**src/rtl/dram_pkg.sv**
```systemverilog
// dram_pkg: shared FSM, configuration and default AXI types for the DRAM transaction gate
package dram_pkg;
  localparam int unsigned AxiIdWidth = 6;
  localparam int unsigned AddrWidth = 32;
  localparam int unsigned DataWidth = 64;
  localparam int unsigned UserWidth = 1;
  typedef enum logic [1:0] {WAIT_CALIB, RUN, DRAIN} dram_gate_state_e;
  typedef struct packed {
    int unsigned id_width;
    int unsigned max_reads;
    int unsigned max_writes;
  } dram_gate_cfg_t;
  localparam dram_gate_cfg_t DefaultGateCfg = '{id_width: AxiIdWidth, max_reads: 8, max_writes: 8};
  typedef logic [AxiIdWidth-1:0] axi_id_t;
  typedef struct packed {
    axi_id_t id;
    logic [AddrWidth-1:0] addr;
    logic [7:0] len;
    logic [2:0] size;
    logic [1:0] burst;
    logic [UserWidth-1:0] user;
  } axi_ax_chan_t;
  typedef struct packed {
    logic [DataWidth-1:0] data;
    logic [DataWidth/8-1:0] strb;
    logic last;
    logic [UserWidth-1:0] user;
  } axi_w_chan_t;
  typedef struct packed {
    axi_id_t id;
    logic [1:0] resp;
    logic [UserWidth-1:0] user;
  } axi_b_chan_t;
  typedef struct packed {
    axi_id_t id;
    logic [DataWidth-1:0] data;
    logic [1:0] resp;
    logic last;
    logic [UserWidth-1:0] user;
  } axi_r_chan_t;
  typedef struct packed {
    axi_ax_chan_t aw;
    logic aw_valid;
    axi_w_chan_t w;
    logic w_valid;
    logic b_ready;
    axi_ax_chan_t ar;
    logic ar_valid;
    logic r_ready;
  } axi_req_t;
  typedef struct packed {
    logic aw_ready;
    logic ar_ready;
    logic w_ready;
    logic b_valid;
    axi_b_chan_t b;
    logic r_valid;
    axi_r_chan_t r;
  } axi_resp_t;
endpackage

```
**src/rtl/dram_txn_gate_fifo.sv**
```systemverilog
// dram_txn_gate_fifo: ID FIFO whose head is read straight from storage, visible the cycle after push
module dram_txn_gate_fifo #(
  parameter int unsigned Width = 6,
  parameter int unsigned Depth = 8
) (
  input  logic             clk_i,
  input  logic             rst_ni,
  input  logic             push_i,
  input  logic [Width-1:0] data_i,
  input  logic             pop_i,
  output logic [Width-1:0] data_o,
  output logic             empty_o,
  output logic             full_o
);
  localparam int unsigned PtrW = $clog2(Depth);
  logic [PtrW:0] wptr_q, wptr_d, rptr_q, rptr_d;
  logic [Depth-1:0][Width-1:0] mem_q, mem_d;
  assign empty_o = wptr_q == rptr_q;
  assign full_o = (wptr_q[PtrW] != rptr_q[PtrW]) && (wptr_q[PtrW-1:0] == rptr_q[PtrW-1:0]);
  assign data_o = mem_q[rptr_q[PtrW-1:0]];
  always_comb begin
    mem_d = mem_q;
    wptr_d = push_i ? wptr_q + (PtrW+1)'(1) : wptr_q;
    rptr_d = pop_i ? rptr_q + (PtrW+1)'(1) : rptr_q;
    if (push_i) mem_d[wptr_q[PtrW-1:0]] = data_i;
  end
  always_ff @(posedge clk_i or negedge rst_ni) begin
    if (!rst_ni) begin
      wptr_q <= '0;
      rptr_q <= '0;
      mem_q <= '0;
    end else begin
      wptr_q <= wptr_d;
      rptr_q <= rptr_d;
      mem_q <= mem_d;
    end
  end
endmodule

```
**src/rtl/dram_txn_gate.sv**
```systemverilog
// dram_txn_gate: calibration-gated AXI scheduler that zeroes downstream IDs and restores them in order
module dram_txn_gate
  import dram_pkg::*;
#(
  parameter type axi_req_t = dram_pkg::axi_req_t,
  parameter type axi_resp_t = dram_pkg::axi_resp_t,
  parameter int unsigned IdWidth = DefaultGateCfg.id_width,
  parameter int unsigned MaxReads = DefaultGateCfg.max_reads,
  parameter int unsigned MaxWrites = DefaultGateCfg.max_writes
) (
  input  logic      clk_i,
  input  logic      rst_ni,
  input  logic      calib_done_i,
  input  axi_req_t  slv_req_i,
  output axi_resp_t slv_rsp_o,
  output axi_req_t  mst_req_o,
  input  axi_resp_t mst_rsp_i,
  output logic      busy_o
);
  localparam int unsigned WpW = $clog2(MaxWrites) + 1;
  dram_gate_state_e state_q, state_d;
  logic [WpW-1:0] wpend_q, wpend_d;
  logic [IdWidth-1:0] rd_head, wr_head;
  logic rd_empty, rd_full, wr_empty, wr_full;
  logic ar_ok, aw_ok, w_ok, ar_hs, aw_hs, w_last_hs, r_pop, b_pop, drained;
  // gating uses only registered state, so no ready-to-valid path is added
  assign ar_ok = state_q == RUN && !rd_full;
  assign aw_ok = state_q == RUN && !wr_full;
  assign w_ok = state_q == RUN || (state_q == DRAIN && wpend_q != '0);
  assign ar_hs = ar_ok && slv_req_i.ar_valid && mst_rsp_i.ar_ready;
  assign aw_hs = aw_ok && slv_req_i.aw_valid && mst_rsp_i.aw_ready;
  assign w_last_hs = w_ok && slv_req_i.w_valid && mst_rsp_i.w_ready && slv_req_i.w.last;
  assign r_pop = mst_rsp_i.r_valid && slv_req_i.r_ready && mst_rsp_i.r.last && !rd_empty;
  assign b_pop = mst_rsp_i.b_valid && slv_req_i.b_ready && !wr_empty;
  assign drained = rd_empty && wr_empty && wpend_q == '0;
  assign busy_o = !drained;
  always_comb begin
    mst_req_o = slv_req_i;
    mst_req_o.ar.id = '0;
    mst_req_o.aw.id = '0;
    mst_req_o.ar_valid = slv_req_i.ar_valid && ar_ok;
    mst_req_o.aw_valid = slv_req_i.aw_valid && aw_ok;
    mst_req_o.w_valid = slv_req_i.w_valid && w_ok;
    slv_rsp_o = mst_rsp_i;
    slv_rsp_o.ar_ready = mst_rsp_i.ar_ready && ar_ok;
    slv_rsp_o.aw_ready = mst_rsp_i.aw_ready && aw_ok;
    slv_rsp_o.w_ready = mst_rsp_i.w_ready && w_ok;
    slv_rsp_o.r.id = rd_empty ? '0 : rd_head;
    slv_rsp_o.b.id = wr_empty ? '0 : wr_head;
    slv_rsp_o.r.user = '0;
    slv_rsp_o.b.user = '0;
  end
  always_comb begin
    wpend_d = wpend_q + WpW'(aw_hs) - WpW'(w_last_hs);
    state_d = state_q == WAIT_CALIB ? (calib_done_i ? RUN : WAIT_CALIB)
            : state_q == RUN        ? (calib_done_i ? RUN : DRAIN)
            : calib_done_i          ? RUN
            : drained               ? WAIT_CALIB : DRAIN;
  end
  always_ff @(posedge clk_i or negedge rst_ni) begin
    if (!rst_ni) begin
      state_q <= WAIT_CALIB;
      wpend_q <= '0;
    end else begin
      state_q <= state_d;
      wpend_q <= wpend_d;
    end
  end
  dram_txn_gate_fifo #(.Width(IdWidth), .Depth(MaxReads)) i_rd_ids (
    .clk_i   (clk_i),
    .rst_ni  (rst_ni),
    .push_i  (ar_hs),
    .data_i  (slv_req_i.ar.id),
    .pop_i   (r_pop),
    .data_o  (rd_head),
    .empty_o (rd_empty),
    .full_o  (rd_full)
  );
  dram_txn_gate_fifo #(.Width(IdWidth), .Depth(MaxWrites)) i_wr_ids (
    .clk_i   (clk_i),
    .rst_ni  (rst_ni),
    .push_i  (aw_hs),
    .data_i  (slv_req_i.aw.id),
    .pop_i   (b_pop),
    .data_o  (wr_head),
    .empty_o (wr_empty),
    .full_o  (wr_full)
  );
  // a response with nothing outstanding means the controller broke protocol
  assert property (@(posedge clk_i) disable iff (!rst_ni) mst_rsp_i.r_valid |-> !rd_empty);
  assert property (@(posedge clk_i) disable iff (!rst_ni) mst_rsp_i.b_valid |-> !wr_empty);
endmodule

```
**config.mk**
```make
export PLATFORM = sky130hd
export DESIGN_NAME = dram_txn_gate
export DESIGN_NICKNAME = d
export VERILOG_FILES = /design/src/rtl/dram_pkg.sv /design/src/rtl/dram_txn_gate_fifo.sv /design/src/rtl/dram_txn_gate.sv
export SDC_FILE = /design/constraint.sdc
export NUM_CORES = 1
export LEC_CHECK = 0
export CAP_MARGIN = 20
export CORE_AREA = 2 2 211 213
export DETAILED_ROUTE_END_ITERATION = 10
export DIE_AREA = 0 0 213 215
export MAX_ROUTING_LAYER = met4
export PLACE_DENSITY = 0.52
export SYNTH_ARGS = -nofsm -noshare
export SYNTH_HDL_FRONTEND = slang
export SYNTH_SLANG_ARGS = --single-unit
```
**constraint.sdc**
```tcl
create_clock -name clk_i -period 2.2 [get_ports clk_i]
set_input_delay 0.55 -clock clk_i [delete_from_list [all_inputs] [get_ports clk_i]]
set_output_delay 0.55 -clock clk_i [all_outputs]
set_load 0.02 [all_outputs]
```
# Word level (Yosys, flattened, before mapping)

Cells that the tools add are included.

Reductions and logical operators: 33
Add/subtract/negate cells: 6
Multiplexer cells: 18
Magnitude comparators: 6
Equality and inequality tests: 8

Operator list:

| operator              | count |
|---|---|
| $bwmux W48            | 2 |
| $bmux W6 S3           | 2 |
| $demux W6 S3          | 2 |
| $mux W6               | 6 |
| $logic_and A1 B1 Y1   | 24 |
| $add A4 B1 Y4 const B | 4 |
| $lt A3 B4 Y1 const B  | 4 |
| $mux W2               | 5 |
| $eq A4 B4 Y1          | 2 |
| $eq A3 B3 Y1          | 2 |
| $ge A3 B1 Y1 const B  | 2 |
| $logic_not A1 Y1      | 5 |
| $add A4 B1 Y4         | 1 |
| $logic_not A4 Y1      | 1 |
| $reduce_bool A4 Y1    | 1 |
| $sub A4 B1 Y4         | 1 |
| $eq A2 B1 Y1 const B  | 1 |
| $eq A2 B2 Y1 const B  | 1 |
| $logic_not A2 Y1      | 1 |
| $ne A1 B1 Y1          | 2 |
| $logic_or A1 B1 Y1    | 1 |
| $mux W1               | 1 |

Output and inout bits: 272
Register bits after elaboration: 118
Word-level logic and storage cells: 93
Input bits: 274

# Logic depth before layout (Yosys ltp)

Gate-level depths: netlist of run 1.

Depth in word-level cells: 8
Depth in mapped cells: 12
Depth with buffers taken out: 12

# By module

Synthesis of run 1 repeated with hierarchy kept, for this count alone.

Cell total of the unflattened synthesis: 627
Area total of the unflattened synthesis: 7,719.9 µm²

By module, submodules not included:

| module             | times used | seq. area each (µm²) | cells an instance | area each (µm²) |
|---|---|---|---|---|
| dram_txn_gate_fifo | 2          | 1,401.3              | 160               | 2,650.0 |
| dram_txn_gate      | 1          | 150.1                | 307               | 2,419.8 |

# Worst setup path after synthesis of run 1

Ideal clock, no wire load.

Path type: flip-flop to flip-flop
Start: reg wpend_q[2]
End: reg wpend_q[2]
Required time: 2.077 ns
Setup slack: -0.249 ns
Stages on the path, launching flop included: 13
Period minus slack after synthesis: 2.449 ns
Setup time: 0.123 ns
Data arrival time: 2.327 ns
Buffers on the path: 0
Cell sequence: dfrtp_1 inv_1 ha_1 nor3b_1 o21ai_1 and2_1 and3_1 ha_1 inv_1 ha_1 inv_1 fa_1 xnor2_1

Word-level cells in the longest chain between the ends: 7
Elaborated cells on any way between the ends: 8
Classes of those cells: 2 x add/sub; 6 x reduce/logical

Ends and longest elaborated chain:

| item                             | RTL line            | source |
|---|---|---|
| start, declared                  | dram_txn_gate.sv:22 | `logic [WpW-1:0] wpend_q, wpend_d;` |
| start signal, assigned           | dram_txn_gate.sv:66 | `wpend_q <= wpend_d;` |
| $reduce_bool A4 Y1               | dram_txn_gate.sv:29 | `assign w_ok = state_q == RUN \|\| (state_q == DRAIN && wpend_q != '0);` |
| $logic_and A1 B1 Y1              | dram_txn_gate.sv:29 |  |
| $logic_or A1 B1 Y1               | dram_txn_gate.sv:29 |  |
| $logic_and A1 B1 Y1 (3 in a row) | dram_txn_gate.sv:32 | `assign w_last_hs = w_ok && slv_req_i.w_valid && mst_rsp_i.w_ready && slv_req_i.w.last;` |
| $sub A4 B1 Y4 *                  | dram_txn_gate.sv:54 | `wpend_d = wpend_q + WpW'(aw_hs) - WpW'(w_last_hs);` |
| named net wpend_d[2]             | dram_txn_gate.sv:22 |  |

Mark *: on every way through the listed nets, which the timed path passes. The rest lies on a longest branch.
A chain may end at the register's enable or synchronous reset.

==> qor.csv, run 1 <==
metric;value;unit
CTS tree;yes;
Final #Nets;815;
Worst-Skew Late Latency;0.42;ns
Final Power;11.2;mW
IO buf count;51;
Crit Reg-Reg Endpoint;wpend_q[1]$_DFF_PN0_;
Area Overhead vs Synth;11.0;%
Die H;215;µm
Setup Viol. Count Final;22;
synthesized netlist cell count;647;
Clock Path Buffers;2;
critical path fanouts, max;6;
DRT Wirelength;39600;µm
cell leakage power;3.78;nW
Initial Util;0.176;
Die X;213;µm
Tcrit/Tclk final;1.14;
violated checks;setup timing;
Hold/Removal Path Class;in2async;
most common cell after layout, fill and taps aside;dfrtp_1;
share of cells above drive strength 1;0.386;
die area;0.0458;mm²
Final Hold Fails;0;
Syn. warnings;0;
hold_buf cts;0;
std cell rows;77;
WP data required;1.65;ns
largest net degree at the start of global routing;57;
I/O pins;546;
grt met1 use;0.112;
Final Max Tran Viols;0;
M2 GR Usage;0.263;
critical path type;reg2out;
routed vias;4171;
grt peak-use layer;met2;
routed len/inst;34.8;µm
worst endpoint data arrival time;1.95;ns
RSZ-0062 raised after global routing;yes;
number of synthesized flops with an enable pin;0;
DP HPWL;34900;µm
TritonCTS buffer count;17;
GRT overflow;0;
share of synthesized flip-flops with an asynchronous set or reset;1.00;
PD cells;1320;mW/mm²
Ant. Diodes;0;
post-route insts no fill;1136;
Num Clock Sinks;118;
leading area contributor after synthesis;dfrtp_1;
Avg Cell Area, Syn;11.8;µm²
routing usage on met3;0.247;
Worst setup SP type;flop;
sequential share of the synthesized area;0.385;
Post-route DRC;0;
antenna violations before repair;0;
reg-to-reg startpoint;wpend_q[3]$_DFF_PN0_;
Reg clk slew, reported paths;0.06;ns
status;complete, but fails checks;
Synth cell types;37;
post-DR vias/cell;3.67;
Reg2Reg Depth;12;
r2r setup slk;-0.12;ns
final setup margin;-0.304;ns
maximum VDD drop;0.964;mV
clock skew;0.00743;ns
Core Footprint;0.0436;mm²
htree depth;4;
critical path endpoint category;output port;
wire length of the first global-routing pass;49100;µm
most frequent cells in the layout;dfrtp_1 (114), mux2_1 (98), buf_4 (59), clkdlybuf4s50_1 (25), mux4_2 (24);
Synth Flop Type;dfrtp_1;
Yosys top cell area share;0.385;
minimum clock period;2.50;ns
GPL Wtd Cong;0.823;
DR iter-0 viols;240;
vias in the first global route;4429;
Post-Syn Area;0.00766;mm²
#FFs+latches synth;118;
Routed Antenna Nets;0;
top post-synthesis cells by area;dfrtp_1 (39%), buf_4 (25%), mux2_1 (14%), mux4_2 (7.1%), mux2i_1 (1.6%);
max_cap viols;0;
drt pass-1 iters;4;
Root Buffer;clkbuf_16;
total track usage;0.174;
f_max;399;MHz
Fill cells;4718;
Placed Cells incl. Taps;1097;
## kinds of logic after synthesis
kind of cell | after synthesis | share of synthesized area
AND/OR/NAND/NOR | 74 | 0.0669
buffers and inverters | 281 | 0.267
flip-flops | 118 | 0.385
other | 1 | 0.000489
adder cells (fa/ha/maj) | 10 | 0.0173
AO/OA/AOI/OAI | 5 | 0.00441
multiplexers | 136 | 0.233
XOR/XNOR | 22 | 0.0251
## critical path, stage by stage, from the launching register on
cell	delay [ns]
dfrtp_2	0.41
buf_12	0.15
mux4_2	0.53
mux2i_2	0.21
nor2_1	0.06
buf_2	0.16
## flip-flops by register name, indices dropped and copies added (netlist names)
name             count
i_wr_ids.wptr_q      4
wpend_q              4
i_wr_ids.mem_q      48
i_rd_ids.mem_q      48
i_rd_ids.wptr_q      4
i_wr_ids.rptr_q      4
i_rd_ids.rptr_q      4
state_q              2
## report_power, final
part           leakage [nW]  total, mW  switching [mW]  internal [mW]
combinational          1.97       4.84            2.14           2.70
clock                 0.267       2.76            1.06           1.70
sequential             1.53       3.63           0.558           3.07
total                  3.78       11.2            3.76           7.47
## cell type report
cell class	count	area, µm²	share of cell area
timing repair buffer	126	1250	0.147
clock inverter	14	153	0.0180
inverter	7	26.3	0.00309
multi-input combinational	261	2940	0.346
tap	592	741	0.0871
sequential	118	2960	0.348
clock buffer	18	439	0.0516
## routing by layer
metal | up-vias | part of all wire
li1 | 1697 | -
met1 | 2007 | 0.22
met2 | 446 | 0.45
met3 | 21 | 0.32
met4 | 0 | 0.0069
met5 | - | 0
## cells in the mapped netlist (4+ instances only)
master   count
buf_4      258
dfrtp_1    118
mux2_1      98
mux4_2      24
nor2_1      20
buf_2       13
mux2i_1     12
xor2_1      12
xnor2_1     10
ha_1         9
nand3_1      8
nand3_2      8
and3_1       7
inv_1        7
and3b_1      4
nand2_1      4
## metrics by stage
| step | hold WS, ns | setup slack, ns | utilization | TNS (ns) | cell area (µm²) |
|---|---|---|---|---|---|
| final | 0.0272 | -0.304 | 0.195 | -3.88 | 8500 |
| after CTS | 0.0243 | -0.356 | 0.194 | -5.41 | 8460 |
| after detailed placement | 0.473 | -0.338 | 0.175 | -6.47 | 7630 |
| after floorplan | 0.254 | 0.0136 | - | 0 | 7760 |
| after global routing | 0.0397 | -0.381 | 0.195 | -5.50 | 8500 |
| after global placement | 0.462 | -0.335 | 0.175 | -6.17 | 7630 |
## how the worst max path moves through the flow
stage                              startpoint                   end  slack, ns  depth (start not counted)
6_report       i_wr_ids.rptr_q[0]$_DFFE_PN0P_         slv_rsp_o[79]      -0.30                          5
5_1_grt        i_wr_ids.rptr_q[0]$_DFFE_PN0P_         slv_rsp_o[83]      -0.38                          6
4_1_cts        i_wr_ids.rptr_q[0]$_DFFE_PN0P_         slv_rsp_o[81]      -0.36                          6
3_5_place_dp   i_wr_ids.rptr_q[1]$_DFFE_PN0P_         slv_rsp_o[79]      -0.34                          5
3_3_place_gp   i_wr_ids.rptr_q[1]$_DFFE_PN0P_         slv_rsp_o[79]      -0.34                          5
2_1_floorplan            wpend_q[2]$_DFF_PN0_  wpend_q[1]$_DFF_PN0_       0.01                         12
## what timing repair did
| action | 4_1_cts | 5_1_grt |
|---|---|---|
| setup endpoints to repair | 24 | 47 |
| gates resized for setup | 131 | 16 |
| pin swaps | 17 | 12 |
| gates cloned | 2 | 0 |
| setup buffers | 6 | 4 |
No activity file was read; power rests on OpenSTA's default activity.
==> run 2, diff against run 1 <==
Settings changed: PLACE_DENSITY 0.52 to 0.59.
==> run 2 against run 1 <==
  * The flow still finishes with violations (setup timing)
  * Clock-buffer cell count unchanged
  * Die area is the same
  * First-iteration DRC count down 26%
  * Critical path depth unchanged
  * Via count increased by 0.77%
  * Cell count about the same
  * Worst setup slack gained 0.039 ns
  * Clock skew grew 0.010 ns
  * Design area shrank 1.5%
  * Critical path type unchanged
==> qor.csv, run 2 (synthesis results as in run 1) <==
metric;value;unit
Seq pwr share;0.332;
switching share of power;0.334;
Root Buffer;clkbuf_16;
area of the multi-input gates;0.00291;mm²
Final Hold Fails;0;
drt pass-1 iters;4;
critical path type;reg2out;
Post-route DRC;0;
cell leakage power;3.74;nW
Reg2Reg Depth;12;
most common cell after layout, fill and taps aside;dfrtp_1;
routed vias;4203;
Final Power;10.9;mW
CP cell instances;buf_12, mux4_2, mux2i_1, nor2_1, buf_2;
Clock Power Share;0.249;
std cell rows;77;
violated checks;setup timing;
CP max stage delay;0.51;ns
Final Max Tran Viols;0;
Routed Antenna Nets;0;
Clock Path Buffers;2;
final setup margin;-0.266;ns
post-DR vias/cell;3.70;
most frequent cells in the layout;dfrtp_1 (115), mux2_1 (98), buf_4 (59), clkdlybuf4s50_1 (26), mux4_2 (24);
CP max stage cell;mux4_2;
Logic pwr share;0.419;
share of cells above drive strength 1;0.376;
Core Footprint;0.0436;mm²
sw power;3.63;mW
worst endpoint data arrival time;1.92;ns
I/O pins;546;
GPL Wtd Cong;0.815;
PD cells;1300;mW/mm²
Die X;213;µm
die area;0.0458;mm²
largest net degree at the start of global routing;61;
Tcrit/Tclk final;1.12;
Setup Viol. Count Final;20;
placed standard-cell area;0.00754;mm²
clock skew;0.0175;ns
TritonCTS buffer count;17;
Final #Nets;813;
IO buf count;51;
hold_buf cts;0;
critical path fanouts, max;5;
Area Overhead vs Synth;9.29;%
Internal;7.25;mW
WP data required;1.65;ns
htree depth;4;
routed len/inst;34.6;µm
f_max;406;MHz
Reg clk slew, reported paths;0.06;ns
Top Registers;i_rd_ids.mem_q x48, i_wr_ids.mem_q x48;
antenna violations before repair;1;
max_cap viols;0;
vias in the first global route;4266;
DP HPWL;34600;µm
wire length of the first global-routing pass;48500;µm
RSZ-0062 raised after global routing;yes;
register area;0.00296;mm²
CTS tree;yes;
Final Cell Area;0.00837;mm²
total track usage;0.172;
maximum VDD drop;0.674;mV
setup TNS;-3.21;ns
Fill cells;4725;
DRT Wirelength;39300;µm
pre-CTS setup slack;-0.320;ns
GRT overflow;0;
critical path endpoint category;output port;
status;complete, but fails checks;
Initial Util;0.176;
Worst-Skew Late Latency;0.43;ns
final core occ;0.192;
Worst setup SP type;flop;
minimum clock period;2.47;ns
Die H;215;µm
Hold/Removal Path Class;in2async;
Num Clock Sinks;118;
DR iter-0 viols;177;
==> run 2: cell count changes in the layout (fill, tap and decap cells not counted), moves of 2 or more <==
| cell | delta |
|---|---|
| and3_4 | +3 |
| buf_12 | -4 |
| nor2_1 | +3 |
| clkinvlp_4 | -3 |
| nor2_4 | -2 |
| buf_2 | +5 |
| and3_1 | -3 |
| clkinv_4 | +2 |
| buf_6 | -3 |
==> run 2: worst paths after layout <==
check	from	to	slack (ns)
setup / recovery	i_rd_ids.rptr_q[0]$_DFFE_PN0P_	slv_rsp_o[73]	-0.27
hold / removal	rst_ni	i_wr_ids.mem_q[47]$_DFFE_PN0P_	0.08
setup reg to reg	wpend_q[2]$_DFF_PN0_	wpend_q[1]$_DFF_PN0_	-0.07
hold reg to reg	i_rd_ids.mem_q[43]$_DFFE_PN0P_	i_rd_ids.mem_q[43]$_DFFE_PN0P_	0.48
max in group asynchronous	rst_ni	i_rd_ids.mem_q[28]$_DFFE_PN0P_	1.43
min in group clk_i	i_rd_ids.mem_q[43]$_DFFE_PN0P_	i_rd_ids.mem_q[43]$_DFFE_PN0P_	0.48
==> run 2: area by class of cell <==
| cell class | instances | share of cell area |
|---|---|---|
| diodes | 1 | 0.000299 |
| inverters | 7 | 0.00344 |
| clock buffers | 18 | 0.0512 |
| multi-input cells | 261 | 0.347 |
| clock inverters | 14 | 0.0182 |
| repair buffers | 124 | 0.138 |
| flip-flops and latches | 118 | 0.353 |
| well taps | 592 | 0.0885 |
==> run 2: per-stage QoR <==
| step | cells | hold slack (ns) |
|---|---|---|
| CTS | 1130 | 0.0853 |
| detailed placement | 1088 | 0.469 |
| global route | 1135 | 0.104 |
| floorplan | 660 | 0.254 |
| finish | 1135 | 0.0779 |
| global placement | 1088 | 0.463 |
==> run 2: critical path, delay by kind of cell, from the launching register on <==
family                 cells  cell delay, ns
flip-flops                 1            0.40
buffers and inverters      2            0.31
AND/OR/NAND/NOR            1            0.07
multiplexers               2            0.71
==> run 2: layer usage <==
| metal | up-vias | global-route usage | part of all wire |
|---|---|---|---|
| met5 | - | - | 0 |
| met4 | 0 | 0.0275 | 0.0084 |
| met3 | 25 | 0.245 | 0.32 |
| met2 | 438 | 0.246 | 0.43 |
| met1 | 2037 | 0.120 | 0.24 |
| li1 | 1703 | - | - |
==> run 2: power groups by stage <==
stage | Clock [mW] | Sequential [mW] | Combinational, mW
floorplan | 0 | 3.44 | 3.38
global route | 2.87 | 3.72 | 4.94
CTS | 2.77 | 3.59 | 4.44
global placement | 0 | 3.57 | 4.20
detailed placement | 0 | 3.60 | 4.28
finish | 2.71 | 3.61 | 4.56
==> run 2: repair_timing <==
action	CTS	global route
setup buffers	9	5
gates resized for setup	102	32
cloned	1	0
pin swaps	9	14
setup endpoints to repair	24	23
==> run 3, diff against run 2 <==
Settings changed: SLEW_MARGIN set to 40.
==> results of run 3 <==
Final layout, timing and power as in run 2 (identical DEF).
